$ cat config.mk
export PLATFORM = sky130hd
export DESIGN_NAME = proj_sched_ctrl_flat
export DESIGN_NICKNAME = d
export VERILOG_FILES = /design/src/rtl/proj_pkg.sv /design/src/rtl/proj_sched_ctrl_if.sv /design/src/rtl/proj_seq_udiv.sv /design/src/rtl/proj_sched_ctrl.sv /design/src/flat_wrapper.sv
export SDC_FILE = /design/constraint.sdc
export NUM_CORES = 1
export LEC_CHECK = 0
export CAP_MARGIN = 5
export CORE_MARGIN = 8
export CORE_UTILIZATION = 35
export DETAILED_ROUTE_END_ITERATION = 10
export GPL_TIMING_DRIVEN = 0
export PLACE_DENSITY_LB_ADDON = 0.08
export SLEW_MARGIN = 30
export SYNTH_ARGS = -nofsm -noshare
export SYNTH_HDL_FRONTEND = slang
export SYNTH_SLANG_ARGS = --single-unit
export TNS_END_PERCENT = 20
$ cat constraint.sdc
create_clock -name clk -period 6.08 [get_ports clk]
set_input_delay 1.216 -clock clk [delete_from_list [all_inputs] [get_ports clk]]
set_output_delay 1.216 -clock clk [all_outputs]
set_load 0.05 [all_outputs]
$ cat src/rtl/proj_pkg.sv
// Shared types and default constants for the camera projection sequencer.
package proj_pkg;

  localparam int FX      = 185;
  localparam int FY      = 185;
  localparam int CX      = 105;
  localparam int CY      = 77;
  localparam int RATE    = 20;
  localparam int X_MAX   = 4159;
  localparam int Y_MAX   = 3119;
  localparam int DIV_W   = 32;
  localparam int LATENCY = 2 * DIV_W + 6;

  typedef enum logic [2:0] {
    ST_IDLE,
    ST_MAC,
    ST_DIV_X,
    ST_DIV_Y,
    ST_SCALE,
    ST_OUT
  } proj_state_t;

endpackage

$ cat src/rtl/proj_sched_ctrl_if.sv
// Point-in / pixel-out bundle between the position solver and the display writer.
// Handshake: a transfer happens on a rising clk edge where valid && ready; the
// sender holds valid and its data stable until that edge and never waits on ready.
interface proj_sched_ctrl_if;
  logic        in_valid;
  logic        in_ready;
  logic [15:0] x;
  logic [15:0] y;
  logic [15:0] z;
  logic        out_valid;
  logic        out_ready;
  logic [15:0] x_2d;
  logic [15:0] y_2d;
  logic        out_clip;

  modport master (
    output in_valid, x, y, z, out_ready,
    input  in_ready, out_valid, x_2d, y_2d, out_clip
  );

  modport slave (
    input  in_valid, x, y, z, out_ready,
    output in_ready, out_valid, x_2d, y_2d, out_clip
  );
endinterface

$ cat src/rtl/proj_seq_udiv.sv
// Restoring unsigned divider, one quotient bit per clock; done is a one-cycle
// pulse DIV_W+1 cycles after start, with quotient valid while done is high.
module proj_seq_udiv #(
  parameter int DIV_W = 32
) (
  input  logic             clk,
  input  logic             rst,
  input  logic             start,
  input  logic [DIV_W-1:0] dividend,
  input  logic [DIV_W-1:0] divisor,
  output logic [DIV_W-1:0] quotient,
  output logic             done
);
  localparam int CW = $clog2(DIV_W + 1);

  logic             active_q, active_d;
  logic             done_q, done_d;
  logic [CW-1:0]    cnt_q, cnt_d;
  logic [DIV_W-1:0] rem_q, rem_d;
  logic [DIV_W-1:0] quo_q, quo_d;
  logic [DIV_W-1:0] dvs_q, dvs_d;
  logic [DIV_W:0]   rem_sh;

  // The dividend shifts out of quo_q MSB-first while quotient bits shift in.
  assign rem_sh = {rem_q, quo_q[DIV_W-1]};

  always_comb begin
    active_d = active_q;
    done_d   = 1'b0;
    cnt_d    = cnt_q;
    rem_d    = rem_q;
    quo_d    = quo_q;
    dvs_d    = dvs_q;
    if (start && !active_q) begin
      active_d = 1'b1;
      cnt_d    = CW'(DIV_W);
      rem_d    = '0;
      quo_d    = dividend;
      dvs_d    = divisor;
    end else if (active_q) begin
      if (rem_sh >= {1'b0, dvs_q}) begin
        rem_d = rem_sh[DIV_W-1:0] - dvs_q;
        quo_d = {quo_q[DIV_W-2:0], 1'b1};
      end else begin
        rem_d = rem_sh[DIV_W-1:0];
        quo_d = {quo_q[DIV_W-2:0], 1'b0};
      end
      cnt_d = cnt_q - CW'(1);
      if (cnt_q == CW'(1)) begin
        active_d = 1'b0;
        done_d   = 1'b1;
      end
    end
  end

  always_ff @(posedge clk) begin
    if (rst) begin
      active_q <= 1'b0;
      done_q   <= 1'b0;
      cnt_q    <= '0;
      rem_q    <= '0;
      quo_q    <= '0;
      dvs_q    <= '0;
    end else begin
      active_q <= active_d;
      done_q   <= done_d;
      cnt_q    <= cnt_d;
      rem_q    <= rem_d;
      quo_q    <= quo_d;
      dvs_q    <= dvs_d;
    end
  end

  assign quotient = quo_q;
  assign done     = done_q;
endmodule

$ cat src/rtl/proj_sched_ctrl.sv
// Projects one (x,y,z) point to clamped pixel coordinates using one shared divider.
// Define PROJ_ROUND_EN to bias numerators by z/2 for round-half-up quotients.
module proj_sched_ctrl
  import proj_pkg::*;
(
  input  logic             clk,
  input  logic             rst,
  proj_sched_ctrl_if.slave io,
  output logic             busy,
  output proj_state_t      dbg_state
);
  localparam int PW = DIV_W + 8;

  proj_state_t      state_q, state_d;
  logic [15:0]      x_q, x_d, y_q, y_d, z_q, z_d;
  logic [DIV_W-1:0] nx_q, nx_d, ny_q, ny_d, qx_q, qx_d, qy_q, qy_d;
  logic [15:0]      x_2d_q, x_2d_d, y_2d_q, y_2d_d;
  logic             start_q, start_d, out_valid_q, out_valid_d, clip_q, clip_d;
  logic             busy_q, busy_d, in_ready_q, in_ready_d;
  logic [DIV_W-1:0] rnd_c, nx_c, ny_c, div_num, div_quo;
  logic             div_done;
  logic [PW-1:0]    px_c, py_c;
  logic             clip_x, clip_y;

`ifdef PROJ_ROUND_EN
  assign rnd_c = DIV_W'(z_q >> 1);
`else
  assign rnd_c = '0;
`endif

  assign nx_c = DIV_W'(FX) * DIV_W'(x_q) + DIV_W'(CX) * DIV_W'(z_q) + rnd_c;
  assign ny_c = DIV_W'(FY) * DIV_W'(y_q) + DIV_W'(CY) * DIV_W'(z_q) + rnd_c;

  // start_q is high in the first cycle of DIV_X / DIV_Y, so the state selects the numerator.
  assign div_num = (state_q == ST_DIV_Y) ? ny_q : nx_q;

  proj_seq_udiv #(.DIV_W(DIV_W)) u_div (
    .clk      (clk),
    .rst      (rst),
    .start    (start_q),
    .dividend (div_num),
    .divisor  (DIV_W'(z_q)),
    .quotient (div_quo),
    .done     (div_done)
  );

  assign px_c   = PW'(qx_q) * PW'(RATE);
  assign py_c   = PW'(qy_q) * PW'(RATE);
  assign clip_x = px_c > PW'(X_MAX);
  assign clip_y = py_c > PW'(Y_MAX);

  always_comb begin
    state_d     = state_q;
    x_d         = x_q;
    y_d         = y_q;
    z_d         = z_q;
    nx_d        = nx_q;
    ny_d        = ny_q;
    qx_d        = qx_q;
    qy_d        = qy_q;
    x_2d_d      = x_2d_q;
    y_2d_d      = y_2d_q;
    clip_d      = clip_q;
    start_d     = 1'b0;
    out_valid_d = out_valid_q;
    case (state_q)
      ST_IDLE: begin
        if (io.in_valid && in_ready_q) begin
          x_d     = io.x;
          y_d     = io.y;
          z_d     = io.z;
          state_d = ST_MAC;
        end
      end
      ST_MAC: begin
        nx_d = nx_c;
        ny_d = ny_c;
        if (z_q == 16'd0) begin
          x_2d_d  = 16'd0;
          y_2d_d  = 16'd0;
          clip_d  = 1'b1;
          state_d = ST_OUT;
        end else begin
          start_d = 1'b1;
          state_d = ST_DIV_X;
        end
      end
      ST_DIV_X: begin
        if (div_done) begin
          qx_d    = div_quo;
          start_d = 1'b1;
          state_d = ST_DIV_Y;
        end
      end
      ST_DIV_Y: begin
        if (div_done) begin
          qy_d    = div_quo;
          state_d = ST_SCALE;
        end
      end
      ST_SCALE: begin
        x_2d_d      = clip_x ? 16'(X_MAX) : px_c[15:0];
        y_2d_d      = clip_y ? 16'(Y_MAX) : py_c[15:0];
        clip_d      = clip_x | clip_y;
        out_valid_d = 1'b1;
        state_d     = ST_OUT;
      end
      ST_OUT: begin
        // Entered from MAC with valid low, so the z==0 result appears one cycle later.
        if (out_valid_q && io.out_ready) begin
          out_valid_d = 1'b0;
          state_d     = ST_IDLE;
        end else begin
          out_valid_d = 1'b1;
        end
      end
      default: state_d = ST_IDLE;
    endcase
    in_ready_d = (state_d == ST_IDLE);
    busy_d     = (state_d != ST_IDLE);
  end

  always_ff @(posedge clk) begin
    if (rst) begin
      state_q     <= ST_IDLE;
      x_q         <= '0;
      y_q         <= '0;
      z_q         <= '0;
      nx_q        <= '0;
      ny_q        <= '0;
      qx_q        <= '0;
      qy_q        <= '0;
      x_2d_q      <= '0;
      y_2d_q      <= '0;
      clip_q      <= 1'b0;
      start_q     <= 1'b0;
      out_valid_q <= 1'b0;
      busy_q      <= 1'b0;
      in_ready_q  <= 1'b1;
    end else begin
      state_q     <= state_d;
      x_q         <= x_d;
      y_q         <= y_d;
      z_q         <= z_d;
      nx_q        <= nx_d;
      ny_q        <= ny_d;
      qx_q        <= qx_d;
      qy_q        <= qy_d;
      x_2d_q      <= x_2d_d;
      y_2d_q      <= y_2d_d;
      clip_q      <= clip_d;
      start_q     <= start_d;
      out_valid_q <= out_valid_d;
      busy_q      <= busy_d;
      in_ready_q  <= in_ready_d;
    end
  end

  assign io.in_ready  = in_ready_q;
  assign io.out_valid = out_valid_q;
  assign io.x_2d      = x_2d_q;
  assign io.y_2d      = y_2d_q;
  assign io.out_clip  = clip_q;
  assign busy         = busy_q;
  assign dbg_state    = state_q;
endmodule

$ cat src/flat_wrapper.sv
// flat-port wrapper written by rule: the top's interface ports become plain ports
module proj_sched_ctrl_flat import proj_pkg::*;
  (clk, rst, busy, dbg_state, io_in_valid, io_x, io_y, io_z, io_out_ready, io_in_ready, io_out_valid, io_x_2d, io_y_2d, io_out_clip);
  proj_sched_ctrl_if io_i ();
  input  logic clk;
  input  logic rst;
  output logic busy;
  output proj_state_t dbg_state;
  input wire logic [$bits(io_i.in_valid)-1:0] io_in_valid;
  input wire logic [$bits(io_i.x)-1:0] io_x;
  input wire logic [$bits(io_i.y)-1:0] io_y;
  input wire logic [$bits(io_i.z)-1:0] io_z;
  input wire logic [$bits(io_i.out_ready)-1:0] io_out_ready;
  output wire logic [$bits(io_i.in_ready)-1:0] io_in_ready;
  output wire logic [$bits(io_i.out_valid)-1:0] io_out_valid;
  output wire logic [$bits(io_i.x_2d)-1:0] io_x_2d;
  output wire logic [$bits(io_i.y_2d)-1:0] io_y_2d;
  output wire logic [$bits(io_i.out_clip)-1:0] io_out_clip;
  assign io_i.in_valid = io_in_valid;
  assign io_i.x = io_x;
  assign io_i.y = io_y;
  assign io_i.z = io_z;
  assign io_i.out_ready = io_out_ready;
  assign io_in_ready = io_i.in_ready;
  assign io_out_valid = io_i.out_valid;
  assign io_x_2d = io_i.x_2d;
  assign io_y_2d = io_i.y_2d;
  assign io_out_clip = io_i.out_clip;
  proj_sched_ctrl u_core (.clk(clk), .rst(rst), .io(io_i), .busy(busy), .dbg_state(dbg_state));
endmodule
Word level (Yosys, flattened, before mapping)

Index checks and enable logic that the tools add are counted.

Register bits: 304
Bits in writable memories: 0
Memories kept: 0
Input bits: 52
Bits in read-only memories: 0
Logic and storage cells: 90
Bits in latches: 0
Output and inout bits: 39

Shifts and indexed selects: 0
Reduce and logical (&&, ||, !) cells: 17
Multipliers: 6
Div/mod/pow operators: 0
Mux-type cells: 29
Bitwise logic cells: 2
Equality and inequality tests: 7
$lt $le $gt $ge: 3
Add/sub/neg operators: 4

Operator list:

| operator                                                         | count |
|---|---|
| two-way mux 32 bit                                               | 4 |
| multiplier 32 x 3 -> 35 bit (second input constant)              | 2 |
| one-hot mux 16 bit (2 select lines)                              | 2 |
| adder 24 x 23 -> 25 bit                                          | 2 |
| multiplier 8 x 16 -> 24 bit (first input constant)               | 2 |
| two-way mux 16 bit                                               | 3 |
| multiplier 7 x 16 -> 23 bit (first input constant)               | 2 |
| greater-than comparator 37 x 12 -> 1 bit (second input constant) | 1 |
| greater-than comparator 37 x 13 -> 1 bit (second input constant) | 1 |
| >= comparator 33 x 16 -> 1 bit                                   | 1 |
| subtractor 32 x 16 -> 32 bit                                     | 1 |
| one-hot mux 3 bit (6 select lines)                               | 1 |
| logical NOT 16 bit                                               | 1 |
| two-way mux 3 bit                                                | 5 |
| two-way mux 6 bit                                                | 2 |
| two-way mux 1 bit                                                | 9 |
| AND reduction 2 bit                                              | 4 |
| equality test 3 x 2 -> 1 bit (second input constant)             | 2 |
| equality test 3 bit (second input constant)                      | 2 |
| equality test 6 x 1 -> 1 bit (second input constant)             | 1 |
| logical NOT 3 bit                                                | 2 |
| one-hot mux 1 bit (2 select lines)                               | 3 |
| nonzero test 2 bit                                               | 3 |
| subtractor 6 x 1 -> 6 bit (second input constant)                | 1 |
| other kinds (9)                                                  | 11 |

Logic depth before layout (Yosys ltp)

Gate-level depths: netlist (run 1).

Depth after elaboration: 4
Mapped depth: 22

Cells and area by module

Synthesis (run 1) repeated with hierarchy kept, for this count alone.

Cell total of the unflattened synthesis: 3221
Area, all modules: 27152.3 um2

Modules (own cells, without submodules):

| module          | instances | seq. area each (um2) | cells an instance | area each (um2) |
|---|---|---|---|---|
| proj_sched_ctrl | 1         | 4003.8               | 2420              | 20957.6 |
| proj_seq_udiv   | 1         | 2082.0               | 801               | 6194.7 |

Least setup slack after synthesis (run 1)

Ideal clock, no wire load.

Path type: reg-to-reg
Start: register u_core.y_q[1]
End: register u_core.ny_q[23]
Library setup time: 0.120 ns
Data required time: 5.960 ns
Setup slack: -0.009 ns
Cell stages (with the launch flop): 22
Arrival time: 5.968 ns
Cell sequence: dfxtp_1 -> fa_1 -> fa_1 -> inv_1 -> fa_1 -> inv_1 -> fa_1 -> fa_1 -> ha_1 -> ha_1 -> a21o_1 -> a21oi_1 -> o21ai_0 -> a31oi_1 -> o21ai_0 -> o41ai_1 -> nor3_1 -> a2111oi_0 -> o21bai_1 -> a21oi_1 -> or4_1 -> nand3_1

Word-level cells in the longest chain between the ends: 2

RTL lines:

| what                        | RTL line               | text |
|---|---|---|
| from (decl)                 | proj_sched_ctrl.sv:15  | `logic [15:0] x_q, x_d, y_q, y_d, z_q, z_d;` |
| from (signal assigned)      | proj_sched_ctrl.sv:143 | `y_q <= y_d;` |
| multiplier 8 x 16 -> 24 bit | proj_sched_ctrl.sv:32  | `assign ny_c = DIV_W'(FY) * DIV_W'(y_q) + DIV_W'(CY) * DIV_W'(z_q) + rnd_c;` |
| adder 24 x 23 -> 25 bit     | proj_sched_ctrl.sv:32  |  |
| to (signal assigned)        | proj_sched_ctrl.sv:146 | `ny_q <= ny_d;` |
| to (decl)                   | proj_sched_ctrl.sv:16  | `logic [DIV_W-1:0] nx_q, nx_d, ny_q, ny_d, qx_q, qx_d, qy_q, qy_d;` |

No other way between the ends.
A chain may end at the register's enable or synchronous reset.

Final worst setup path (run 1)

Start: register u_core.z_q[6]
End: register u_core.nx_q[23]

Word-level cells in the longest chain between the ends: 2

RTL lines:

| what                        | RTL line               | text |
|---|---|---|
| from (decl)                 | proj_sched_ctrl.sv:15  |  |
| from (signal assigned)      | proj_sched_ctrl.sv:144 | `z_q <= z_d;` |
| multiplier 7 x 16 -> 23 bit | proj_sched_ctrl.sv:31  | `assign nx_c = DIV_W'(FX) * DIV_W'(x_q) + DIV_W'(CX) * DIV_W'(z_q) + rnd_c;` |
| adder 24 x 23 -> 25 bit     | proj_sched_ctrl.sv:31  |  |
| to (signal assigned)        | proj_sched_ctrl.sv:145 | `nx_q <= nx_d;` |
| to (decl)                   | proj_sched_ctrl.sv:16  |  |

No other way between the ends.

==> flow_summary.json, run 1 <==
{
  "clk_pin_slew_ps": 60,
  "most-common-layout-cells": "487 x nand2_1, 348 x ha_1, 327 x a21oi_1",
  "crit-reg2reg-launch": "u_core.z_q[6]$_SDFFE_PP0P_",
  "routed_wl_um": 76700,
  "total_leakage_power_nw": 13.0,
  "synth.largest_area_cell": "dfxtp_1",
  "outcome": "completed",
  "synth_area_leaders": "dfxtp_1 23%, ha_1 18%, fa_1 16%",
  "syn_inst": 2945,
  "hold_ws_ps": 450,
  "dp.cells": 3975,
  "stdcell_count": 4062,
  "yosysWarnings": 0,
  "clkSinkCount": 288,
  "crit_end": "u_core.nx_q[23]$_SDFFE_PP0P_",
  "period_needed_ps": 5870,
  "crit_type": "register to register",
  "tightest_slew_ps": 951,
  "power_mw": 14.7,
  "diodes": 0,
  "gpl.final_weighted_congestion": 0.878,
  "synth-main-ff-cell": "dfxtp_1",
  "holdCritPathClass": "register to register",
  "r2r_end": "u_core.nx_q[23]$_SDFFE_PP0P_",
  "maxCapViolCount": 0,
  "grt_antenna_before_repair": 1,
  "cts_buffers": 36,
  "fmax_mhz": 170,
  "syn_to_final_growth_pct": 15.7,
  "ys_types": 80,
  "regToRegSetupSlack_ps": 210,
  "reg2reg_depth": 21,
  "grt_pass1_vias": 21179,
  "start_kind": "register",
  "core_area_sq_mm": 0.0701,
  "cp-startpoint": "u_core.z_q[6]$_SDFFE_PP0P_",
  "fin_skew_ps": 24.3,
  "worstSetupEndpointType": "register",
  "hold_viol_final": 0,
  "setup_viol_count_final": 0,
  "drt_first_iter_violations": 1019,
  "synth_edf_count": 0,
  "fin_setup_tns_ps": 0,
  "grt_max_degree": 13,
  "grt_use_total_pct": 19.0,
  "std_cell_rows": 97,
  "seq_area_frac_synth_pct": 23.2,
  "place_ws_ps": -868,
  "synth-async-reset-ratio_pct": 0,
  "arrival_ps": 6310,
  "maxSlewViolCount": 0,
  "drive_above_1_share_pct": 6.05,
  "synth_nets": 3556,
  "clkLatencyLatePin_ps": 570,
  "avgSynthCellArea_sq_um": 8.44,
  "clock_tree.root_cell": "clkbuf_16",
  "start_util_pct": 35.4,
  "cts-hold-fix-buffers": 0,
  "via_per_inst": 5.05,
  "synth_area_sq_mm": 0.0249,
  "cts_tree": "built",
  "drc_errors": 0,
  "worst_slack_ps": 207,
  "final_common_cell": "nand2_1",
  "io_pins": 91,
  "h-tree-depth": 2,
  "wl_per_cell_um": 18.9,
  "io_buffers": 89,
  "slew_headroom_pct": 36.4,
  "fin_crit_sh_pct": 96.6,
  "max-vdd-ir-drop_mv": 0.378,
  "firstDrtPassIters": 5,
  "grt_overflow_total": 0,
  "die_x_um": 283,
  "synth_top_area_share_pct": 23.2,
  "clockBufferDepth": 3,
  "cp.required_ps": 6520,
  "grt_first_pass_wirelength_um": 120000,
  "drtAntennaViolNets": 0,
  "final_nets": 3707,
  "dp_hpwl_um": 63000,
  "die_h_um": 283,
  "ys_ff_latch": 288,
  "fp.dieArea_sq_mm": 0.0798,
  "vias": 20524,
  "crit_fanout": 5,
  "powerDensity_mw_per_mm2": 512,
  "hold_path_startpoint": "u_core.io.x_2d[8]$_SDFFE_PP0P_"
}
[layer usage]
| metal | GRT usage [%] | share of wire, % | vias up |
|---|---|---|---|
| met3 | 2.39 | 3.0 | 87 |
| li1 | - | - | 10323 |
| met4 | 5.23 | 2.7 | 2 |
| met1 | 24.3 | 46 | 9789 |
| met5 | 0 | 0.014 | - |
| met2 | 33.6 | 49 | 323 |
[sequential cells by signal (all words and copies together), names as in the netlist]
name                   flops
u_core.u_div.done          1
u_core.u_div.dvs_q        16
u_core.qy_q               32
u_core.u_div.cnt_q         6
u_core.start_q             1
u_core.y_q                16
u_core.u_div.active_q      1
u_core.z_q                16
u_core.io.x_2d            15
u_core.qx_q               32
u_core.x_q                16
u_core.u_div.quotient     32
u_core.io.y_2d            15
u_core.io.in_ready         1
u_core.u_div.rem_q        32
u_core.ny_q               25
u_core.busy                1
u_core.dbg_state           3
u_core.io.out_clip         1
u_core.nx_q               25
u_core.io.out_valid        1
[logic make-up (layout without fill, tap and decap cells)]
| kind of cell | after synthesis | after routing | synth area share [%] |
|---|---|---|---|
| AOI/OAI and AO/OA | 668 | 668 | 16.4 |
| xor gates and xnor gates | 102 | 102 | 3.59 |
| adders and majority gates | 559 | 559 | 34.2 |
| buffers and inverters | 420 | 597 | 6.44 |
| DFF | 288 | 288 | 23.2 |
| muxes | 10 | 10 | 0.408 |
| and+or+nand+nor | 898 | 898 | 15.8 |
[cells in the mapped netlist (25+ instances only)]
| cell | count |
|---|---|
| a211oi_1 | 25 |
| a21o_1 | 42 |
| a21oi_1 | 332 |
| a311oi_1 | 30 |
| clkbuf_1 | 108 |
| dfxtp_1 | 288 |
| fa_1 | 201 |
| ha_1 | 358 |
| inv_1 | 292 |
| nand2_1 | 487 |
| nand3_1 | 41 |
| nand4_1 | 27 |
| nor2_1 | 187 |
| nor3_1 | 30 |
| o21ai_0 | 92 |
| xnor2_1 | 57 |
| xor2_1 | 45 |
[worst min path at each step]
stage                                    endpoint  slack (ps)  cells past startpoint
2_1_floorplan        u_core.nx_q[12]$_SDFFE_PP0P_         430                      2
4_1_cts            u_core.io.x_2d[8]$_SDFFE_PP0P_         450                      2
5_1_grt        u_core.u_div.dvs_q[3]$_SDFFE_PP0P_         470                      2
6_report           u_core.io.x_2d[8]$_SDFFE_PP0P_         450                      2
3_3_place_gp       u_core.io.x_2d[8]$_SDFFE_PP0P_         440                      2
3_5_place_dp       u_core.io.x_2d[8]$_SDFFE_PP0P_         450                      2
[worst max-delay path, stage by stage (launching register included)]
cell and delay, ps:
dfxtp_4 400, inv_1 120, ha_1 330, inv_1 60, fa_1 520, inv_1 60, fa_1 510, fa_1 540
fa_1 620, ha_4 240, ha_4 260, and3_1 160, a21oi_2 150, o21ai_2 110, o41a_1 350, a41o_1 220
o21ai_2 170, nand2b_1 150, a21oi_2 220, o21ai_2 100, xor2_2 190, a22o_1 250
[through the flow]
step | utilization (%) | instance area [sq um]
floorplan | - | 24900
CTS | 40.7 | 28600
finish | 41.0 | 28800
global route | 41.0 | 28800
detailed placement | 38.4 | 27000
global placement | 38.4 | 26900
[cell type report]
class / count / area (sq um)
Inverter: 293 / 1110
Timing Repair Buffer: 113 / 1080
Sequential cell: 288 / 5850
Buffer: 127 / 503
Clock inverter: 13 / 180
Tap cell: 940 / 1180
Clock buffer: 51 / 1070
Multi-Input combinational cell: 2237 / 17800
Fill cell: 7220 / 41400
[repair_timing]
action / in CTS / in global routing
setup buffers: 14 / 9
gates resized for setup: 76 / 27
pin swaps: 8 / 19
endpoints found under the setup margin: 11 / 11
[power breakdown]
part	switching (mW)	internal (mW)	leakage, nW
clock	0.906	1.36	0.616
combinational	5.69	4.20	10.0
sequential	0.379	2.18	2.35
Note: power is estimated with default switching activity, not from simulation.
==> run 2: changes to the inputs <==
--- a/config.mk
+++ b/config.mk
@@ -7,7 +7,7 @@
 export LEC_CHECK = 0
 export CAP_MARGIN = 5
 export CORE_MARGIN = 8
-export CORE_UTILIZATION = 35
+export CORE_UTILIZATION = 55
 export DETAILED_ROUTE_END_ITERATION = 10
 export GPL_TIMING_DRIVEN = 0
 export PLACE_DENSITY_LB_ADDON = 0.08
==> flow_summary.json, run 2 (synthesis results as in run 1) <==
{
  "cts_tree": "built",
  "crit_top_cell": "fa_1",
  "holdCritPathClass": "register to register",
  "fill_cells": 3974,
  "fin_crit_sh_pct": 97.1,
  "syn_to_final_growth_pct": 13.9,
  "reg2reg_depth": 21,
  "drc_errors": 0,
  "place_ws_ps": -758,
  "hold_viol_final": 0,
  "clock_tree.root_cell": "clkbuf_16",
  "cts_buffers": 35,
  "wl_per_cell_um": 18.7,
  "p_clk_share_pct": 15.8,
  "drt_first_iter_violations": 1129,
  "firstDrtPassIters": 5,
  "dp_hpwl_um": 56500,
  "fmax_mhz": 169,
  "fin_skew_ps": 16.0,
  "outcome": "completed",
  "grt_max_degree": 14,
  "grt_pass1_vias": 21597,
  "p_switching_mw": 6.88,
  "rsz0062_at_grt": "true",
  "maxCapViolCount": 0,
  "final_util_pct": 63.0,
  "io_pins": 91,
  "maxSlewViolCount": 0,
  "multi_input_area_sq_mm": 0.0177,
  "start_kind": "register",
  "clockBufferDepth": 3,
  "io_buffers": 89,
  "clkSinkCount": 288,
  "crit_fanout": 6,
  "cp.required_ps": 6520,
  "cpMaxStageDelayCell": "fa_1",
  "final_common_cell": "nand2_1",
  "fin_setup_tns_ps": 0,
  "grt_first_pass_wirelength_um": 113000,
  "drtAntennaViolNets": 0,
  "cp_slowest_stage_delay_ps": 540,
  "fin_area_sq_mm": 0.0283,
  "std_cell_rows": 78,
  "period_needed_ps": 5910,
  "critPathTopFamily": "adder cells",
  "path_buf_inv": 3,
  "gpl.final_weighted_congestion": 0.946,
  "worstPathCellList": "inv_1, ha_1, inv_1, fa_1, inv_1, fa_1, fa_1, fa_1, ha_1, ha_2, and3_1, a21oi_2, o21ai_2, o41a_1, a41o_1, o21ai_2, nand2b_1, a21oi_2, o21ai_1, xor2_2, a22o_1",
  "grt_overflow_total": 0,
  "clkLatencyLatePin_ps": 550,
  "die_h_um": 229,
  "crit_type": "register to register",
  "total_leakage_power_nw": 13.0,
  "holdPathStages": 2,
  "slew_headroom_pct": 37.7,
  "h-tree-depth": 2,
  "clk_pin_slew_ps": 60,
  "regToRegSetupSlack_ps": 170,
  "p_seq_share_pct": 17.4,
  "netSwitchingFraction_pct": 47.2,
  "diodes": 0,
  "crit-reg2reg-launch": "u_core.z_q[6]$_SDFFE_PP0P_",
  "core_area_sq_mm": 0.0450,
  "routed_wl_um": 69600,
  "most-common-layout-cells": "487 x nand2_1, 349 x ha_1, 327 x a21oi_1",
  "die_x_um": 229,
  "tightest_slew_ps": 931,
  "start_util_pct": 55.3,
  "worstSetupEndpointType": "register",
  "ff_latch_area_sq_mm": 0.00584,
  "drive_above_1_share_pct": 6.10,
  "worst_slack_ps": 174,
  "min_to": "u_core.io.x_2d[10]$_SDFFE_PP0P_",
  "intPower_mw": 7.69,
  "placed_area_sq_mm": 0.0265,
  "final_nets": 3713,
  "r2r_end": "u_core.nx_q[23]$_SDFFE_PP0P_",
  "vias": 21079,
  "comb_power_share_pct": 66.8,
  "grt_use_total_pct": 26.3,
  "grt_antenna_before_repair": 0,
  "via_per_inst": 5.65,
  "fp.dieArea_sq_mm": 0.0523,
  "hold_path_startpoint": "u_core.io.x_2d[10]$_SDFFE_PP0P_",
  "powerDensity_mw_per_mm2": 515,
  "max-vdd-ir-drop_mv": 0.510,
  "setup_viol_count_final": 0,
  "arrival_ps": 6350
}
==> run 2: how the worst max path moves through the flow <==
stage,from,to,cells after the start
2_1_floorplan,u_core.y_q[1]$_SDFFE_PP0P_,u_core.ny_q[23]$_SDFFE_PP0P_,21
3_3_place_gp,u_core.z_q[2]$_SDFFE_PP0P_,u_core.nx_q[23]$_SDFFE_PP0P_,22
3_5_place_dp,u_core.z_q[2]$_SDFFE_PP0P_,u_core.nx_q[23]$_SDFFE_PP0P_,22
4_1_cts,u_core.x_q[4]$_SDFFE_PP0P_,u_core.nx_q[24]$_SDFFE_PP0P_,21
5_1_grt,u_core.y_q[4]$_SDFFE_PP0P_,u_core.ny_q[21]$_SDFFE_PP0P_,20
6_report,u_core.z_q[6]$_SDFFE_PP0P_,u_core.nx_q[23]$_SDFFE_PP0P_,21
==> run 2: layout make-up <==
class	count	area share, %
clock inverter	18	1.04
inverter	293	3.91
multi-input combinational	2237	62.6
clock buffer	46	3.42
buffer	127	1.77
sequential	288	20.6
tap	600	2.65
timing repair buffer	120	3.98
==> run 2: repair_timing <==
action,CTS,global route
gates cloned,0,0
pin swaps,6,11
endpoints found under the setup margin,13,13
hold buffers,0,0
resized for setup,44,52
buffers inserted,4,26
==> run 2: power by group through the flow <==
stage | logic, mW | clock network [mW] | registers, mW
final | 9.74 | 2.30 | 2.54
after global placement | 8.70 | 0 | 2.56
after CTS | 9.19 | 2.33 | 2.53
after floorplan | 6.72 | 0 | 2.44
after global routing | 11.0 | 2.41 | 2.57
after detailed placement | 8.87 | 0 | 2.56
==> run 2: metal layers <==
metal  global-route usage, %  wire [um]  part of all wire (%)  up-vias
met5                       0          0                     0        -
met4                    10.2       2700                   3.9        0
met3                    3.21       2750                   4.0      134
met2                    46.2      34200                    49      496
met1                    32.5      30000                    43    10131
li1                        -          -                     -    10318
==> run 2: tightest hold or removal path: stages, from the launching register on <==
cell,delay [ps]
dfxtp_1,310
nand2_1,50
o21ai_1,50
==> run 2: per-stage QoR <==
step | instances | power (mW) | hold slack [ps]
after CTS | 3703 | 14.1 | 452
after global placement | 3634 | 11.3 | 432
after detailed placement | 3635 | 11.4 | 444
after global routing | 3729 | 15.9 | 474
after floorplan | 2945 | 9.16 | 432
final | 3729 | 14.6 | 447
